===== config.mk =====
export PLATFORM = sky130hd
export DESIGN_NAME = button_strobe_conditioner_flat
export DESIGN_NICKNAME = d
export VERILOG_FILES = /design/src/rtl/button_strobe_conditioner_pkg.sv /design/src/rtl/button_strobe_conditioner_if.sv /design/src/rtl/button_strobe_conditioner_debounce_channel.sv /design/src/rtl/button_strobe_conditioner.sv /design/src/flat_wrapper.sv
export SDC_FILE = /design/constraint.sdc
export NUM_CORES = 1
export LEC_CHECK = 0
export CAP_MARGIN = 5
export CORE_MARGIN = 8
export CORE_UTILIZATION = 40
export CTS_BUF_LIST = sky130_fd_sc_hd__clkbuf_8
export DETAILED_ROUTE_END_ITERATION = 8
export PLACE_DENSITY = 0.69
export SLEW_MARGIN = 20
export SYNTH_ARGS = -nofsm -noshare
export SYNTH_HDL_FRONTEND = slang
export SYNTH_SLANG_ARGS = --single-unit

===== constraint.sdc =====
create_clock -name i_clk -period 5.93 [get_ports i_clk]
set_input_delay 1.779 -clock i_clk [delete_from_list [all_inputs] [get_ports i_clk]]
set_output_delay 1.779 -clock i_clk [all_outputs]
set_load 0.05 [all_outputs]

===== src/rtl/button_strobe_conditioner_pkg.sv =====
// Shared constants and helpers for the two-channel button conditioner.
package btn_cond_pkg;

  localparam int unsigned DEF_TICK_DIV     = 32'd1_000_000;
  localparam int unsigned DEF_STABLE_TICKS = 32'd3;
  localparam int unsigned DEF_REPEAT_EN    = 32'd1;
  localparam int unsigned DEF_REPEAT_DELAY = 32'd50;
  localparam int unsigned DEF_REPEAT_RATE  = 32'd10;

  // Counter width able to hold 0..n-1, never narrower than one bit.
  function automatic int unsigned cnt_w(input int unsigned n);
    int unsigned w;
    w = $clog2(n);
    if (w < 32'd1) begin
      w = 32'd1;
    end else begin
      w = w;
    end
    return w;
  endfunction

  localparam int unsigned TICK_W = cnt_w(DEF_TICK_DIV);
  localparam int unsigned HOLD_W = cnt_w(DEF_REPEAT_DELAY + 32'd1);

endpackage


===== src/rtl/button_strobe_conditioner_if.sv =====
// Button/strobe bundle between the conditioner and its user.
interface button_strobe_conditioner_if;
  logic ena;
  logic btn_inc_raw;
  logic btn_dec_raw;
  logic duty_inc;
  logic duty_dec;
  logic inc_level;
  logic dec_level;
  logic tick;

  modport master (
    output ena, btn_inc_raw, btn_dec_raw,
    input  duty_inc, duty_dec, inc_level, dec_level, tick
  );

  modport slave (
    input  ena, btn_inc_raw, btn_dec_raw,
    output duty_inc, duty_dec, inc_level, dec_level, tick
  );
endinterface


===== src/rtl/button_strobe_conditioner_debounce_channel.sv =====
// One button channel: synchroniser, tick-sampled debounce, press and auto-repeat strobe.
module debounce_channel
  import btn_cond_pkg::*;
#(
  parameter int unsigned STABLE_TICKS = DEF_STABLE_TICKS,
  parameter int unsigned REPEAT_EN    = DEF_REPEAT_EN,
  parameter int unsigned REPEAT_DELAY = DEF_REPEAT_DELAY,
  parameter int unsigned REPEAT_RATE  = DEF_REPEAT_RATE
) (
  input  logic i_clk,
  input  logic i_rst,
  input  logic i_tick,
  input  logic i_raw,
  input  logic i_suppress_rep,
  output logic o_level,
  output logic o_strobe_raw
);

  localparam int unsigned SW = cnt_w(STABLE_TICKS + 32'd1);
  localparam int unsigned HW = cnt_w(REPEAT_DELAY + 32'd1);
  // A rate longer than the delay would need a negative reload; restart from zero instead.
  localparam int unsigned RELOAD = (REPEAT_RATE >= REPEAT_DELAY) ? 32'd0 : (REPEAT_DELAY - REPEAT_RATE);

  logic          r_sync1;
  logic          r_sync2;
  logic          r_level;
  logic          r_strobe;
  logic [SW-1:0] r_stab;
  logic [HW-1:0] r_hold;

  logic          w_level_nxt;
  logic [SW-1:0] w_stab_nxt;
  logic [HW-1:0] w_hold_nxt;
  logic          w_flip;
  logic          w_fire;

  // Next-state for debounce level, stable counter, hold counter and strobe request.
  always_comb begin
    w_level_nxt = r_level;
    w_stab_nxt  = r_stab;
    w_hold_nxt  = r_hold;
    w_flip      = 1'b0;
    w_fire      = 1'b0;
    if (i_tick) begin
      if (r_sync2 != r_level) begin
        if (r_stab == SW'(STABLE_TICKS - 32'd1)) begin
          w_level_nxt = r_sync2;
          w_stab_nxt  = '0;
          w_flip      = 1'b1;
        end else begin
          w_stab_nxt = r_stab + SW'(1);
        end
      end else begin
        w_stab_nxt = '0;
      end

      if (w_flip) begin
        // Press restarts the hold time and strobes; release just clears it.
        w_hold_nxt = '0;
        w_fire     = r_sync2;
      end else if (r_level) begin
        if ((REPEAT_EN != 32'd0) && (r_hold == HW'(REPEAT_DELAY - 32'd1))) begin
          w_hold_nxt = HW'(RELOAD);
          w_fire     = ~i_suppress_rep;
        end else if (r_hold != HW'(REPEAT_DELAY)) begin
          w_hold_nxt = r_hold + HW'(1);
        end else begin
          w_hold_nxt = r_hold;
        end
      end else begin
        w_hold_nxt = '0;
      end
    end else begin
      w_level_nxt = r_level;
    end
  end

  // Synchroniser and channel state registers; a strobe never follows a strobe.
  always_ff @(posedge i_clk) begin
    if (i_rst) begin
      r_sync1  <= 1'b0;
      r_sync2  <= 1'b0;
      r_level  <= 1'b0;
      r_strobe <= 1'b0;
      r_stab   <= '0;
      r_hold   <= '0;
    end else begin
      r_sync1  <= i_raw;
      r_sync2  <= r_sync1;
      r_level  <= w_level_nxt;
      r_stab   <= w_stab_nxt;
      r_hold   <= w_hold_nxt;
      r_strobe <= w_fire & ~r_strobe;
    end
  end

  assign o_level      = r_level;
  assign o_strobe_raw = r_strobe;

endmodule


===== src/rtl/button_strobe_conditioner.sv =====
// Two-channel button conditioner: sample-tick prescaler, two debounce channels,
// mutual-exclusion arbitration and enable gating of the duty-step strobes.
module button_strobe_conditioner
  import btn_cond_pkg::*;
#(
  parameter int unsigned TICK_DIV     = DEF_TICK_DIV,
  parameter int unsigned STABLE_TICKS = DEF_STABLE_TICKS,
  parameter int unsigned REPEAT_EN    = DEF_REPEAT_EN,
  parameter int unsigned REPEAT_DELAY = DEF_REPEAT_DELAY,
  parameter int unsigned REPEAT_RATE  = DEF_REPEAT_RATE
) (
  input  logic                         i_clk,
  input  logic                         i_rst,
  button_strobe_conditioner_if.slave   io_btn
);

  localparam int unsigned TW = cnt_w(TICK_DIV);

  logic [TW-1:0] r_tick_cnt;
  logic          r_tick;
  logic          w_level_inc;
  logic          w_level_dec;
  logic          w_strobe_inc;
  logic          w_strobe_dec;
  logic          w_both_held;

  // Prescaler: wraps every TICK_DIV clocks and emits a registered one-clock tick.
  always_ff @(posedge i_clk) begin
    if (i_rst) begin
      r_tick_cnt <= '0;
      r_tick     <= 1'b0;
    end else begin
      if (r_tick_cnt == TW'(TICK_DIV - 32'd1)) begin
        r_tick_cnt <= '0;
      end else begin
        r_tick_cnt <= r_tick_cnt + TW'(1);
      end
      r_tick <= (r_tick_cnt == TW'(TICK_DIV - 32'd1));
    end
  end

  // Holding both buttons is ambiguous, so neither channel auto-repeats.
  assign w_both_held = w_level_inc & w_level_dec;

  debounce_channel #(
    .STABLE_TICKS (STABLE_TICKS),
    .REPEAT_EN    (REPEAT_EN),
    .REPEAT_DELAY (REPEAT_DELAY),
    .REPEAT_RATE  (REPEAT_RATE)
  ) u_ch_inc (
    .i_clk          (i_clk),
    .i_rst          (i_rst),
    .i_tick         (r_tick),
    .i_raw          (io_btn.btn_inc_raw),
    .i_suppress_rep (w_both_held),
    .o_level        (w_level_inc),
    .o_strobe_raw   (w_strobe_inc)
  );

  debounce_channel #(
    .STABLE_TICKS (STABLE_TICKS),
    .REPEAT_EN    (REPEAT_EN),
    .REPEAT_DELAY (REPEAT_DELAY),
    .REPEAT_RATE  (REPEAT_RATE)
  ) u_ch_dec (
    .i_clk          (i_clk),
    .i_rst          (i_rst),
    .i_tick         (r_tick),
    .i_raw          (io_btn.btn_dec_raw),
    .i_suppress_rep (w_both_held),
    .o_level        (w_level_dec),
    .o_strobe_raw   (w_strobe_dec)
  );

  // Simultaneous strobes cancel; ena only gates the strobes, never the filtering.
  assign io_btn.duty_inc  = io_btn.ena & w_strobe_inc & ~w_strobe_dec;
  assign io_btn.duty_dec  = io_btn.ena & w_strobe_dec & ~w_strobe_inc;
  assign io_btn.inc_level = w_level_inc;
  assign io_btn.dec_level = w_level_dec;
  assign io_btn.tick      = r_tick;

endmodule


===== src/flat_wrapper.sv =====
// flat-port wrapper written by rule: the top's interface ports become plain ports
module button_strobe_conditioner_flat import btn_cond_pkg::*;
#(
  parameter int unsigned TICK_DIV     = DEF_TICK_DIV,
  parameter int unsigned STABLE_TICKS = DEF_STABLE_TICKS,
  parameter int unsigned REPEAT_EN    = DEF_REPEAT_EN,
  parameter int unsigned REPEAT_DELAY = DEF_REPEAT_DELAY,
  parameter int unsigned REPEAT_RATE  = DEF_REPEAT_RATE
)
  (i_clk, i_rst, io_btn_ena, io_btn_btn_inc_raw, io_btn_btn_dec_raw, io_btn_duty_inc, io_btn_duty_dec, io_btn_inc_level, io_btn_dec_level, io_btn_tick);
  button_strobe_conditioner_if io_btn_i ();
  input  logic i_clk;
  input  logic i_rst;
  input wire logic [$bits(io_btn_i.ena)-1:0] io_btn_ena;
  input wire logic [$bits(io_btn_i.btn_inc_raw)-1:0] io_btn_btn_inc_raw;
  input wire logic [$bits(io_btn_i.btn_dec_raw)-1:0] io_btn_btn_dec_raw;
  output wire logic [$bits(io_btn_i.duty_inc)-1:0] io_btn_duty_inc;
  output wire logic [$bits(io_btn_i.duty_dec)-1:0] io_btn_duty_dec;
  output wire logic [$bits(io_btn_i.inc_level)-1:0] io_btn_inc_level;
  output wire logic [$bits(io_btn_i.dec_level)-1:0] io_btn_dec_level;
  output wire logic [$bits(io_btn_i.tick)-1:0] io_btn_tick;
  assign io_btn_i.ena = io_btn_ena;
  assign io_btn_i.btn_inc_raw = io_btn_btn_inc_raw;
  assign io_btn_i.btn_dec_raw = io_btn_btn_dec_raw;
  assign io_btn_duty_inc = io_btn_i.duty_inc;
  assign io_btn_duty_dec = io_btn_i.duty_dec;
  assign io_btn_inc_level = io_btn_i.inc_level;
  assign io_btn_dec_level = io_btn_i.dec_level;
  assign io_btn_tick = io_btn_i.tick;
  button_strobe_conditioner #(.TICK_DIV(TICK_DIV), .STABLE_TICKS(STABLE_TICKS), .REPEAT_EN(REPEAT_EN), .REPEAT_DELAY(REPEAT_DELAY), .REPEAT_RATE(REPEAT_RATE)) u_core (.i_clk(i_clk), .i_rst(i_rst), .io_btn(io_btn_i));
endmodule

==> run_summary.xml, run 1 <==
<?xml version="1.0" encoding="UTF-8"?>
<metrics>
  <group name="global_route">
    <metric name="vias_in_the_first_global_route" unit="">1727</metric>
    <metric name="grt_busiest_layer" unit="">met2</metric>
    <metric name="use_met1" unit="%">12.3</metric>
    <metric name="first_pass_grt_wire_length" unit="um">7550</metric>
    <metric name="grt_use_total" unit="%">10.9</metric>
    <metric name="antenna_found_initial" unit="">0</metric>
    <metric name="grt_overflow_total" unit="">0</metric>
    <metric name="gr-usage-met2" unit="%">18.5</metric>
    <metric name="use_met3" unit="%">2.74</metric>
    <metric name="grt_max_degree" unit="">26</metric>
  </group>
  <group name="worst_setup_path">
    <metric name="wp_data_required" unit="ns">4.15</metric>
    <metric name="worst_setup_path_start_kind" unit="">input pin</metric>
    <metric name="critical_path.n_buffers_inverters" unit="">2</metric>
    <metric name="worst_reg_to_reg_setup_slack" unit="ns">3.87</metric>
    <metric name="timing.setup.critical_path_class" unit="">input pin to output port</metric>
    <metric name="slowest_stage_delay_on_critical_path" unit="ns">0.81</metric>
    <metric name="cp.arrival" unit="ns">3.21</metric>
    <metric name="cp_cell_sequence" unit="">clkdlybuf4s50_1 -&gt; nand2_1 -&gt; nor2_1 -&gt; clkdlybuf4s50_1</metric>
    <metric name="top_cell_family_by_delay_on_the_critical_path" unit="">buffers and inverters</metric>
    <metric name="crit_path_frequent_cell" unit="">clkdlybuf4s50_1</metric>
    <metric name="critPathSlowestCell" unit="">clkdlybuf4s50_1</metric>
    <metric name="setup.worst_path.end_class" unit="">output port</metric>
    <metric name="critical_path_peak_fanout" unit="">2</metric>
  </group>
  <group name="logic_synthesis">
    <metric name="ys_seq_area_share" unit="%">41.4</metric>
    <metric name="post_synth.cell_area_avg" unit="sq um">8.48</metric>
    <metric name="synth_async_sr_flop_share" unit="%">0</metric>
    <metric name="synthesis.nets" unit="">269</metric>
    <metric name="synth.cell_area" unit="sq um">2180</metric>
    <metric name="synth_cells" unit="">257</metric>
    <metric name="netlist-cell-type-count" unit="">41</metric>
    <metric name="synth.yosys.warnings" unit="">0</metric>
    <metric name="synthTopCellsByArea" unit="">dfxtp_1 (41%), a21oi_1 (5.5%), nor2_1 (4.8%)</metric>
    <metric name="netlist.top_cell.by_area" unit="">dfxtp_1</metric>
    <metric name="synth.top_cell.area_share" unit="%">41.4</metric>
    <metric name="synth.cells.most_frequent" unit="">dfxtp_1 (45), nor2_1 (28), a21oi_1 (24)</metric>
    <metric name="synth_flop_cell" unit="">dfxtp_1</metric>
    <metric name="synth-seq-cells" unit="">45</metric>
    <metric name="synth.most_common_cell" unit="">dfxtp_1</metric>
    <metric name="synth_edf_count" unit="">0</metric>
  </group>
  <group name="pwr">
    <metric name="power_density" unit="nW/um^2">242</metric>
    <metric name="design_power_total" unit="mW">0.598</metric>
    <metric name="vdd_ir_drop_max" unit="uV">148</metric>
    <metric name="leakage" unit="nW">0.811</metric>
  </group>
  <group name="worst_hold_path">
    <metric name="timing.hold.worst.class" unit="">flop to flop</metric>
  </group>
  <group name="sta">
    <metric name="setup_tns" unit="ns">0</metric>
    <metric name="period_minus_slack" unit="ns">4.99</metric>
    <metric name="final.setup_skew" unit="ns">0.0137</metric>
    <metric name="setup_viol_count_final" unit="">0</metric>
    <metric name="timing.fmax" unit="MHz">200</metric>
    <metric name="grt_setup_unrepaired" unit="">no</metric>
    <metric name="final-max-slew-violation-count" unit="">0</metric>
    <metric name="tightestPinTransition" unit="ns">0.769</metric>
    <metric name="layout_worst_path_cycle_share" unit="%">84.2</metric>
    <metric name="finalHoldViolations" unit="">0</metric>
    <metric name="relSlewSlack" unit="%">48.6</metric>
  </group>
  <group name="flow_run">
    <metric name="max_cap_viol_count" unit="">0</metric>
  </group>
  <group name="placement">
    <metric name="port_buffers" unit="">9</metric>
    <metric name="gp_routability_congestion" unit="">0.780</metric>
    <metric name="place_hpwl" unit="um">2890</metric>
  </group>
  <group name="floorplan">
    <metric name="dieWidth" unit="um">89.8</metric>
    <metric name="core_box_area" unit="sq um">5370</metric>
    <metric name="rows" unit="">27</metric>
    <metric name="start_util" unit="%">40.6</metric>
    <metric name="chipHeight" unit="um">89.8</metric>
    <metric name="dieArea" unit="sq um">8060</metric>
    <metric name="ioPinCount" unit="">10</metric>
  </group>
  <group name="route">
    <metric name="avgViaCountPerCell" unit="">5.42</metric>
    <metric name="dr.pass1.iters" unit="">4</metric>
    <metric name="route.detailed.drc" unit="">0</metric>
    <metric name="vias" unit="">1842</metric>
    <metric name="initialDrtViolationCount" unit="">70</metric>
    <metric name="final_antenna_net_count" unit="">0</metric>
    <metric name="post_route_wl" unit="um">4270</metric>
    <metric name="wl_per_cell" unit="um">12.6</metric>
  </group>
  <group name="cells_and_area">
    <metric name="post_route_cells_drive_above_1_share" unit="%">5.60</metric>
    <metric name="num-fill-cells" unit="">525</metric>
    <metric name="fin_nets" unit="">279</metric>
    <metric name="antenna-diode-count" unit="">0</metric>
    <metric name="area_added_between_synthesis_and_finish" unit="%">13.5</metric>
  </group>
  <group name="clock_tree">
    <metric name="tritoncts_num_sinks" unit="">45</metric>
    <metric name="cts_post_setup_buffers_inserted" unit="">0</metric>
    <metric name="ctsLongestPathBuffers" unit="">2</metric>
    <metric name="deepest_level_of_the_cts_h_tree" unit="">2</metric>
    <metric name="clkLatencyLatePin" unit="ns">0.31</metric>
    <metric name="cts_repair_resize_count" unit="">0</metric>
    <metric name="cts_root_buffer" unit="">clkbuf_8</metric>
    <metric name="hold_buffers" unit="">0</metric>
    <metric name="tritoncts.num_buffers" unit="">5</metric>
    <metric name="cts.reportedPaths.clkPinSlew" unit="ns">0.09</metric>
    <metric name="tritoncts" unit="">built</metric>
  </group>
  <group name="outcome">
    <metric name="status" unit="">complete, no violations</metric>
  </group>
</metrics>
[path summary, 6_finish.rpt]
kind,startpoint,endpoint,cells after the start
worst max register to register,u_core.io_btn.tick$_SDFF_PP0_,u_core.u_ch_dec.r_hold[1]$_SDFFE_PP0P_,4
worst min-delay path,u_core.u_ch_dec.r_sync1$_SDFF_PP0_,u_core.u_ch_dec.r_sync2$_SDFF_PP0_,1
worst max-delay path,io_btn_ena,io_btn_duty_inc,4
worst min register to register,u_core.u_ch_dec.r_sync1$_SDFF_PP0_,u_core.u_ch_dec.r_sync2$_SDFF_PP0_,1
[cells by family (layout without fill, tap and decap cells)]
group,after synthesis,count (layout),share of synthesized area (%)
AO/OA/AOI/OAI,50,50,13.7
buffers and inverters,18,29,3.16
flip-flops,45,45,41.4
adder cells (fa/ha/maj),7,7,4.02
AND/OR/NAND/NOR,124,124,32.5
XOR/XNOR,13,13,5.23
[registers in the layout, indices dropped and copies added (netlist names)]
signal	flops
u_core.u_ch_inc.r_hold	6
u_core.u_ch_inc.o_level	1
u_core.u_ch_dec.r_sync2	1
u_core.u_ch_dec.r_sync1	1
u_core.io_btn.tick	1
u_core.u_ch_inc.r_sync2	1
u_core.u_ch_inc.r_stab	2
u_core.u_ch_inc.o_strobe_raw	1
u_core.u_ch_dec.o_level	1
u_core.r_tick_cnt	20
u_core.u_ch_dec.r_hold	6
u_core.u_ch_dec.o_strobe_raw	1
u_core.u_ch_dec.r_stab	2
u_core.u_ch_inc.r_sync1	1
[worst reg2reg max path, delay by kind of cell (launching register included)]
| family | cells | cell delay [ns] |
|---|---|---|
| buf+inv | 1 | 0.38 |
| compound gates | 2 | 0.51 |
| simple gates | 1 | 0.48 |
| flops | 1 | 0.63 |
[metal layers]
metal  vias to the layer above  part of all wire (%)
met1                       860                    49
met5                         -                     0
li1                        951                     -
met4                         0                   1.9
met2                        22                    46
met3                         9                   3.6
[cells in the final DEF, fill, tap and decap left out, drive strengths merged, types with 2 or more instances in the layout]
cell type	Yosys	layout
and3b	3	3
nand2	20	20
or4	7	7
a21oi	24	24
xnor2	8	8
or3b	2	2
clkinv	1	2
nor4	3	3
ha	7	7
nor2	28	28
a41o	3	3
nand3	13	13
nand4b	3	3
nor3	8	8
dfxtp	45	45
xor2	5	5
and4	3	3
or4b	2	2
or3	5	5
inv	10	10
clkbuf	6	5
bufinv	0	2
nand4	9	9
and2	2	2
a31oi	3	3
clkdlybuf4s50	0	9
o31ai	3	3
nor3b	4	4
o21ai	10	10
a211oi	3	3
nor2b	7	7
[final cells by class]
class | count | area (sq um) | share of cell area (%)
clock buffers | 5 | 68.8 | 2.78
clock inverters | 3 | 65.1 | 2.63
inverters | 11 | 41.3 | 1.67
multi-input cells | 194 | 1210 | 48.9
flip-flops and latches | 45 | 901 | 36.4
well taps | 72 | 90.1 | 3.64
repair buffers | 10 | 97.6 | 3.95
[power by group]
| part | total (mW) | switching (mW) | internal (mW) |
|---|---|---|---|
| Combinational | 0.0130 | 0.00719 | 0.00577 |
| Clock | 0.277 | 0.109 | 0.167 |
| Sequential | 0.308 | 0.00322 | 0.305 |
[per-stage QoR]
| step | setup slack (ns) | hold WS, ns | instance area, sq um | util (%) | cells |
|---|---|---|---|---|---|
| 2_1_floorplan | 1.69 | 0.414 | 2180 | - | 257 |
| 3_3_place_gp | 0.963 | 0.419 | 2340 | 43.5 | 332 |
| 3_5_place_dp | 0.939 | 0.428 | 2340 | 43.5 | 332 |
| 4_1_cts | 0.932 | 0.445 | 2470 | 46.0 | 340 |
| 5_1_grt | 0.892 | 0.454 | 2470 | 46.0 | 340 |
| 6_report | 0.939 | 0.443 | 2470 | 46.0 | 340 |
(Power assumes the default switching activity.)
==> run 2: changes to the inputs <==
PLACE_DENSITY = 0.71   (was 0.69)
clock period = 4.3 ns   (was 5.93 ns; I/O delays follow)
==> run 2 against run 1 <==
Compared with the run above: sequential cell count stayed put; largest power group unchanged; worst hold slack lost 0.011 ns; global-route usage down 0.46 points; core utilization decreased by 0.42 points; combinational power rose by 38%; sequential share of layout area increased by 0.33 points; final cell count is the same; non-clock buffer count unchanged; total power increased by 29%; critical path type unchanged.
==> run_summary.xml, run 2 (same netlist as run 1, synthesis figures left out) <==
<?xml version="1.0" encoding="UTF-8"?>
<metrics>
  <group name="outcome">
    <metric name="status" unit="">complete, no violations</metric>
  </group>
  <group name="sta">
    <metric name="final-max-slew-violation-count" unit="">0</metric>
    <metric name="layout_worst_path_cycle_share" unit="%">78.8</metric>
    <metric name="final.setup_skew" unit="ns">0.0119</metric>
    <metric name="relSlewSlack" unit="%">52.3</metric>
    <metric name="tightestPinTransition" unit="ns">0.714</metric>
    <metric name="hold_ws" unit="ns">0.432</metric>
    <metric name="grt_setup_unrepaired" unit="">no</metric>
    <metric name="timing.fmax" unit="MHz">295</metric>
    <metric name="setup_tns" unit="ns">0</metric>
    <metric name="finalHoldViolations" unit="">0</metric>
    <metric name="setup_viol_count_final" unit="">0</metric>
    <metric name="period_minus_slack" unit="ns">3.39</metric>
  </group>
  <group name="floorplan">
    <metric name="start_util" unit="%">40.6</metric>
    <metric name="dieWidth" unit="um">89.8</metric>
    <metric name="dieArea" unit="sq um">8060</metric>
    <metric name="chipHeight" unit="um">89.8</metric>
    <metric name="core_box_area" unit="sq um">5370</metric>
    <metric name="ioPinCount" unit="">10</metric>
    <metric name="rows" unit="">27</metric>
  </group>
  <group name="pwr">
    <metric name="power_density" unit="nW/um^2">314</metric>
    <metric name="vdd_ir_drop_max" unit="uV">177</metric>
    <metric name="leakage" unit="nW">0.810</metric>
    <metric name="design_power_total" unit="mW">0.770</metric>
  </group>
  <group name="route">
    <metric name="dr.pass1.iters" unit="">4</metric>
    <metric name="initialDrtViolationCount" unit="">73</metric>
    <metric name="route.detailed.drc" unit="">0</metric>
    <metric name="wl_per_cell" unit="um">12.1</metric>
    <metric name="avgViaCountPerCell" unit="">5.44</metric>
    <metric name="vias" unit="">1851</metric>
    <metric name="post_route_wl" unit="um">4120</metric>
    <metric name="final_antenna_net_count" unit="">0</metric>
  </group>
  <group name="placement">
    <metric name="gp_routability_congestion" unit="">0.809</metric>
    <metric name="place_hpwl" unit="um">2840</metric>
    <metric name="port_buffers" unit="">9</metric>
  </group>
  <group name="clock_tree">
    <metric name="tritoncts" unit="">built</metric>
    <metric name="cts_root_buffer" unit="">clkbuf_8</metric>
    <metric name="ctsLongestPathBuffers" unit="">2</metric>
    <metric name="tritoncts.num_buffers" unit="">5</metric>
    <metric name="cts.reportedPaths.clkPinSlew" unit="ns">0.09</metric>
    <metric name="tritoncts_num_sinks" unit="">45</metric>
    <metric name="cts_post_setup_buffers_inserted" unit="">0</metric>
    <metric name="clkLatencyLatePin" unit="ns">0.29</metric>
    <metric name="cts_repair_resize_count" unit="">0</metric>
    <metric name="deepest_level_of_the_cts_h_tree" unit="">2</metric>
    <metric name="hold_buffers" unit="">0</metric>
  </group>
  <group name="flow_run">
    <metric name="max_cap_viol_count" unit="">0</metric>
  </group>
  <group name="global_route">
    <metric name="grt_max_degree" unit="">26</metric>
    <metric name="first_pass_grt_wire_length" unit="um">7350</metric>
    <metric name="antenna_found_initial" unit="">0</metric>
    <metric name="grt_use_total" unit="%">10.4</metric>
    <metric name="vias_in_the_first_global_route" unit="">1710</metric>
    <metric name="grt_overflow_total" unit="">0</metric>
  </group>
  <group name="cells_and_area">
    <metric name="number_of_flip_flops_under_the_largest_register_name" unit="">20</metric>
    <metric name="fin_nets" unit="">279</metric>
    <metric name="fin_util" unit="%">45.6</metric>
    <metric name="post_route_cells_drive_above_1_share" unit="%">5.97</metric>
    <metric name="num-fill-cells" unit="">515</metric>
    <metric name="area_added_between_synthesis_and_finish" unit="%">12.5</metric>
    <metric name="highest_count_cells_in_the_layout_ignoring_fill_and_taps" unit="">dfxtp_1 (45), nor2_1 (28), a21oi_1 (24), nand2_1 (20), nand3_1 (13)</metric>
    <metric name="final_common_cell" unit="">dfxtp_1</metric>
    <metric name="top_regs" unit="">u_core.r_tick_cnt: 20 flops, u_core.u_ch_dec.r_hold: 6 flops, u_core.u_ch_inc.r_hold: 6 flops</metric>
    <metric name="antenna-diode-count" unit="">0</metric>
    <metric name="registers.top_by_ff_count" unit="">u_core.r_tick_cnt</metric>
  </group>
  <group name="worst_setup_path">
    <metric name="setup.worst_path.end_class" unit="">output port</metric>
    <metric name="critPathLaunch" unit="">io_btn_ena</metric>
    <metric name="critical_path_peak_fanout" unit="">2</metric>
    <metric name="cp.arrival" unit="ns">2.10</metric>
    <metric name="wp_data_required" unit="ns">3.01</metric>
    <metric name="timing.setup.critical_path_class" unit="">input pin to output port</metric>
    <metric name="r2r_end" unit="">u_core.u_ch_dec.r_hold[1]$_SDFFE_PP0P_</metric>
    <metric name="timing.rr.start" unit="">u_core.io_btn.tick$_SDFF_PP0_</metric>
    <metric name="r2r.worst_path.cells" unit="">4</metric>
    <metric name="worst_setup_path_start_kind" unit="">input pin</metric>
    <metric name="endpoint" unit="">io_btn_duty_dec</metric>
    <metric name="worst_reg_to_reg_setup_slack" unit="ns">2.23</metric>
  </group>
  <group name="worst_hold_path">
    <metric name="timing.hold.worst.class" unit="">flop to flop</metric>
  </group>
</metrics>
## run 2: changes by cell type in the layout (fill, tap and decap cells not counted)
cell,previous run,this run
inv_1,10,11
buf_4,1,3
clkinv_2,1,0
clkbuf_8,5,6
clkdlybuf4s50_1,9,7
bufinv_16,2,1
## run 2: how the worst min path moves through the flow
stage | startpoint | to | slack [ns] | cells after the start
finish | u_core.u_ch_dec.r_sync1$_SDFF_PP0_ | u_core.u_ch_dec.r_sync2$_SDFF_PP0_ | 0.43 | 1
global route | u_core.u_ch_inc.r_sync1$_SDFF_PP0_ | u_core.u_ch_inc.r_sync2$_SDFF_PP0_ | 0.46 | 1
CTS | u_core.u_ch_dec.r_sync1$_SDFF_PP0_ | u_core.u_ch_dec.r_sync2$_SDFF_PP0_ | 0.44 | 1
detailed placement | u_core.u_ch_inc.r_sync1$_SDFF_PP0_ | u_core.u_ch_inc.r_sync2$_SDFF_PP0_ | 0.43 | 1
global placement | u_core.u_ch_dec.r_sync1$_SDFF_PP0_ | u_core.u_ch_dec.r_sync2$_SDFF_PP0_ | 0.42 | 1
floorplan | u_core.u_ch_dec.r_sync1$_SDFF_PP0_ | u_core.u_ch_dec.r_sync2$_SDFF_PP0_ | 0.41 | 1
## run 2: layout make-up
cell class / count / area (sq um) / area share (%)
tap: 72 / 90.1 / 3.68
timing repair buffer: 10 / 92.6 / 3.78
sequential: 45 / 901 / 36.8
clock inverter: 2 / 33.8 / 1.38
inverter: 11 / 41.3 / 1.69
clock buffer: 6 / 82.6 / 3.37
multi-input combinational: 194 / 1210 / 49.3
## run 2: metal layers
metal / track usage [%] / wire [um] / up-vias
met5: 0 / 0 / -
met4: 3.24 / 31 / 0
met3: 3.24 / 169 / 4
met2: 16.8 / 1840 / 32
met1: 12.8 / 2090 / 858
li1: - / - / 957
## run 2: report_power, final
part           leakage [nW]  total [mW]  internal, mW  switching (mW)
Combinational         0.383      0.0179       0.00795         0.00997
Sequential            0.364       0.425         0.420         0.00436
Clock                0.0626       0.327         0.187           0.140
## run 2: worst max-delay path, cell delays in order
cell	delay (ns)
clkdlybuf4s50_1	0.47
and3b_1	0.15
buf_4	0.19
## run 2: per-stage QoR
stage / cells / setup slack, ns / area [sq um]
after floorplan: 257 / 1.03 / 2180
after global placement: 332 / 0.916 / 2330
after detailed placement: 332 / 0.916 / 2330
after CTS: 340 / 0.909 / 2450
after global routing: 340 / 0.871 / 2450
final: 340 / 0.913 / 2450
==> run 3: changes to the inputs <==
PLACE_DENSITY = 0.69   (was 0.71)
clock period = 3.5 ns   (was 4.3 ns; I/O delays follow)
==> run 3 against run 2 <==
Compared with the run above: global-route usage up 0.75 points; sequential cell count unchanged; total power up 24%; sequential power up 23%; worst hold slack better by 0.0020 ns; final area up 1.0%; register-to-register slack worse by 0.81 ns; critical endpoint is now io_btn_duty_inc; largest cell class unchanged; highest routed layer unchanged.
==> run_summary.xml, run 3 (same netlist as run 1, synthesis figures left out) <==
<?xml version="1.0" encoding="UTF-8"?>
<metrics>
  <group name="cells_and_area">
    <metric name="post_route_cells_drive_above_1_share" unit="%">5.97</metric>
    <metric name="fin_util" unit="%">46.1</metric>
    <metric name="highest_count_cells_in_the_layout_ignoring_fill_and_taps" unit="">dfxtp_1 (45), nor2_1 (28), a21oi_1 (24), nand2_1 (20), nand3_1 (13)</metric>
    <metric name="registers.top_by_ff_count" unit="">u_core.r_tick_cnt</metric>
    <metric name="antenna-diode-count" unit="">0</metric>
    <metric name="num-fill-cells" unit="">510</metric>
    <metric name="layoutNonFillerInstCount" unit="">340</metric>
    <metric name="area_added_between_synthesis_and_finish" unit="%">13.6</metric>
    <metric name="top_regs" unit="">u_core.r_tick_cnt: 20 flops, u_core.u_ch_dec.r_hold: 6 flops, u_core.u_ch_inc.r_hold: 6 flops</metric>
    <metric name="final_common_cell" unit="">dfxtp_1</metric>
    <metric name="number_of_flip_flops_under_the_largest_register_name" unit="">20</metric>
    <metric name="sequential_area" unit="sq um">901</metric>
    <metric name="multi_input_comb_area" unit="sq um">1210</metric>
    <metric name="fin_nets" unit="">279</metric>
  </group>
  <group name="sta">
    <metric name="final-max-slew-violation-count" unit="">0</metric>
    <metric name="layout_worst_path_cycle_share" unit="%">85.0</metric>
    <metric name="relSlewSlack" unit="%">48.6</metric>
    <metric name="period_minus_slack" unit="ns">2.97</metric>
    <metric name="grt_setup_unrepaired" unit="">no</metric>
    <metric name="finalHoldViolations" unit="">0</metric>
    <metric name="setup_tns" unit="ns">0</metric>
    <metric name="final.setup_skew" unit="ns">0.00847</metric>
    <metric name="setup_viol_count_final" unit="">0</metric>
    <metric name="timing.fmax" unit="MHz">336</metric>
    <metric name="tightestPinTransition" unit="ns">0.769</metric>
  </group>
  <group name="worst_hold_path">
    <metric name="timing.hold.worst.class" unit="">flop to flop</metric>
    <metric name="hold_path_depth" unit="">1</metric>
  </group>
  <group name="floorplan">
    <metric name="ioPinCount" unit="">10</metric>
    <metric name="chipHeight" unit="um">89.8</metric>
    <metric name="start_util" unit="%">40.6</metric>
    <metric name="core_box_area" unit="sq um">5370</metric>
    <metric name="dieArea" unit="sq um">8060</metric>
    <metric name="dieWidth" unit="um">89.8</metric>
    <metric name="rows" unit="">27</metric>
  </group>
  <group name="worst_setup_path">
    <metric name="worst_setup_path_start_kind" unit="">input pin</metric>
    <metric name="critPathSlowestCell" unit="">clkdlybuf4s50_1</metric>
    <metric name="setup.worst_path.end_class" unit="">output port</metric>
    <metric name="critPathLaunch" unit="">io_btn_ena</metric>
    <metric name="r2r_end" unit="">u_core.u_ch_dec.r_hold[1]$_SDFFE_PP0P_</metric>
    <metric name="timing.rr.start" unit="">u_core.io_btn.tick$_SDFF_PP0_</metric>
    <metric name="wp_data_required" unit="ns">2.45</metric>
    <metric name="slowest_stage_delay_on_critical_path" unit="ns">0.47</metric>
    <metric name="cp.arrival" unit="ns">1.92</metric>
    <metric name="cp_cell_sequence" unit="">clkdlybuf4s50_1 -&gt; nand2_1 -&gt; nor2_1 -&gt; buf_12</metric>
    <metric name="r2r.worst_path.cells" unit="">4</metric>
    <metric name="timing.setup.critical_path_class" unit="">input pin to output port</metric>
    <metric name="worst_reg_to_reg_setup_slack" unit="ns">1.42</metric>
    <metric name="critical_path_peak_fanout" unit="">2</metric>
    <metric name="endpoint" unit="">io_btn_duty_inc</metric>
  </group>
  <group name="route">
    <metric name="vias" unit="">1833</metric>
    <metric name="post_route_wl" unit="um">4390</metric>
    <metric name="dr.pass1.iters" unit="">4</metric>
    <metric name="final_antenna_net_count" unit="">0</metric>
    <metric name="avgViaCountPerCell" unit="">5.39</metric>
    <metric name="route.detailed.drc" unit="">0</metric>
    <metric name="initialDrtViolationCount" unit="">104</metric>
    <metric name="wl_per_cell" unit="um">12.9</metric>
  </group>
  <group name="clock_tree">
    <metric name="deepest_level_of_the_cts_h_tree" unit="">2</metric>
    <metric name="cts_post_setup_buffers_inserted" unit="">0</metric>
    <metric name="cts_root_buffer" unit="">clkbuf_8</metric>
    <metric name="clkLatencyLatePin" unit="ns">0.30</metric>
    <metric name="tritoncts_num_sinks" unit="">45</metric>
    <metric name="hold_buffers" unit="">0</metric>
    <metric name="tritoncts" unit="">built</metric>
    <metric name="ctsLongestPathBuffers" unit="">2</metric>
    <metric name="cts.reportedPaths.clkPinSlew" unit="ns">0.08</metric>
    <metric name="tritoncts.num_buffers" unit="">5</metric>
    <metric name="cts_repair_resize_count" unit="">0</metric>
  </group>
  <group name="global_route">
    <metric name="first_pass_grt_wire_length" unit="um">7670</metric>
    <metric name="grt_use_total" unit="%">11.2</metric>
    <metric name="antenna_found_initial" unit="">0</metric>
    <metric name="grt_overflow_total" unit="">0</metric>
    <metric name="grt_max_degree" unit="">25</metric>
    <metric name="vias_in_the_first_global_route" unit="">1720</metric>
  </group>
  <group name="pwr">
    <metric name="vdd_ir_drop_max" unit="uV">192</metric>
    <metric name="leakage" unit="nW">0.815</metric>
    <metric name="power_density" unit="nW/um^2">384</metric>
  </group>
  <group name="placement">
    <metric name="place_hpwl" unit="um">2960</metric>
    <metric name="port_buffers" unit="">9</metric>
    <metric name="numPlacedInstances" unit="">332</metric>
    <metric name="gp_routability_congestion" unit="">0.823</metric>
  </group>
  <group name="flow_run">
    <metric name="max_cap_viol_count" unit="">0</metric>
  </group>
  <group name="outcome">
    <metric name="status" unit="">complete, no violations</metric>
  </group>
</metrics>
run 3: changes by cell type in the layout (fill, tap and decap cells not counted):
cell    before  now
buf_12       0    2
buf_4        3    1
run 3: worst min path at each step:
stage,to,from
floorplan,u_core.u_ch_dec.r_sync2$_SDFF_PP0_,u_core.u_ch_dec.r_sync1$_SDFF_PP0_
global route,u_core.u_ch_dec.r_sync2$_SDFF_PP0_,u_core.u_ch_dec.r_sync1$_SDFF_PP0_
global placement,u_core.u_ch_inc.r_sync2$_SDFF_PP0_,u_core.u_ch_inc.r_sync1$_SDFF_PP0_
CTS,u_core.u_ch_dec.r_sync2$_SDFF_PP0_,u_core.u_ch_dec.r_sync1$_SDFF_PP0_
detailed placement,u_core.u_ch_dec.r_sync2$_SDFF_PP0_,u_core.u_ch_dec.r_sync1$_SDFF_PP0_
finish,u_core.u_ch_dec.r_sync2$_SDFF_PP0_,u_core.u_ch_dec.r_sync1$_SDFF_PP0_
run 3: power breakdown:
group / internal (mW) / switching (mW) / total (mW)
sequential: 0.517 / 0.00520 / 0.522
clock: 0.230 / 0.178 / 0.408
combinational: 0.00981 / 0.0122 / 0.0220
total: 0.756 / 0.195 / 0.952
run 3: cell type report:
| cell class | instances | area share [%] |
|---|---|---|
| inverter | 11 | 1.67 |
| timing repair buffer | 10 | 4.75 |
| sequential | 45 | 36.4 |
| clock buffer | 6 | 3.34 |
| multi-input combinational | 194 | 48.8 |
| tap | 72 | 3.64 |
| clock inverter | 2 | 1.37 |
run 3: critical path, delay by kind of cell:
kind                   cells  cell delay [ns]
AND/OR/NAND/NOR            2             0.23
buffers and inverters      2             0.64
run 3: stage by stage:
stage | hold slack [ns] | power, mW | area [sq um] | setup slack, ns
5_1_grt | 0.460 | 0.992 | 2470 | 0.477
3_3_place_gp | 0.420 | 0.556 | 2360 | 0.548
2_1_floorplan | 0.414 | 0.546 | 2180 | 0.715
4_1_cts | 0.437 | 0.969 | 2470 | 0.504
3_5_place_dp | 0.422 | 0.556 | 2360 | 0.509
6_report | 0.434 | 0.952 | 2470 | 0.526
run 3: per-layer routing:
metal  global-route usage, %  up-vias  wire length, um
li1                        -      957                -
met4                    5.92        0               80
met1                    13.4      848             2210
met3                    2.74        7              131
met2                    18.0       21             1970
met5                       0        -                0
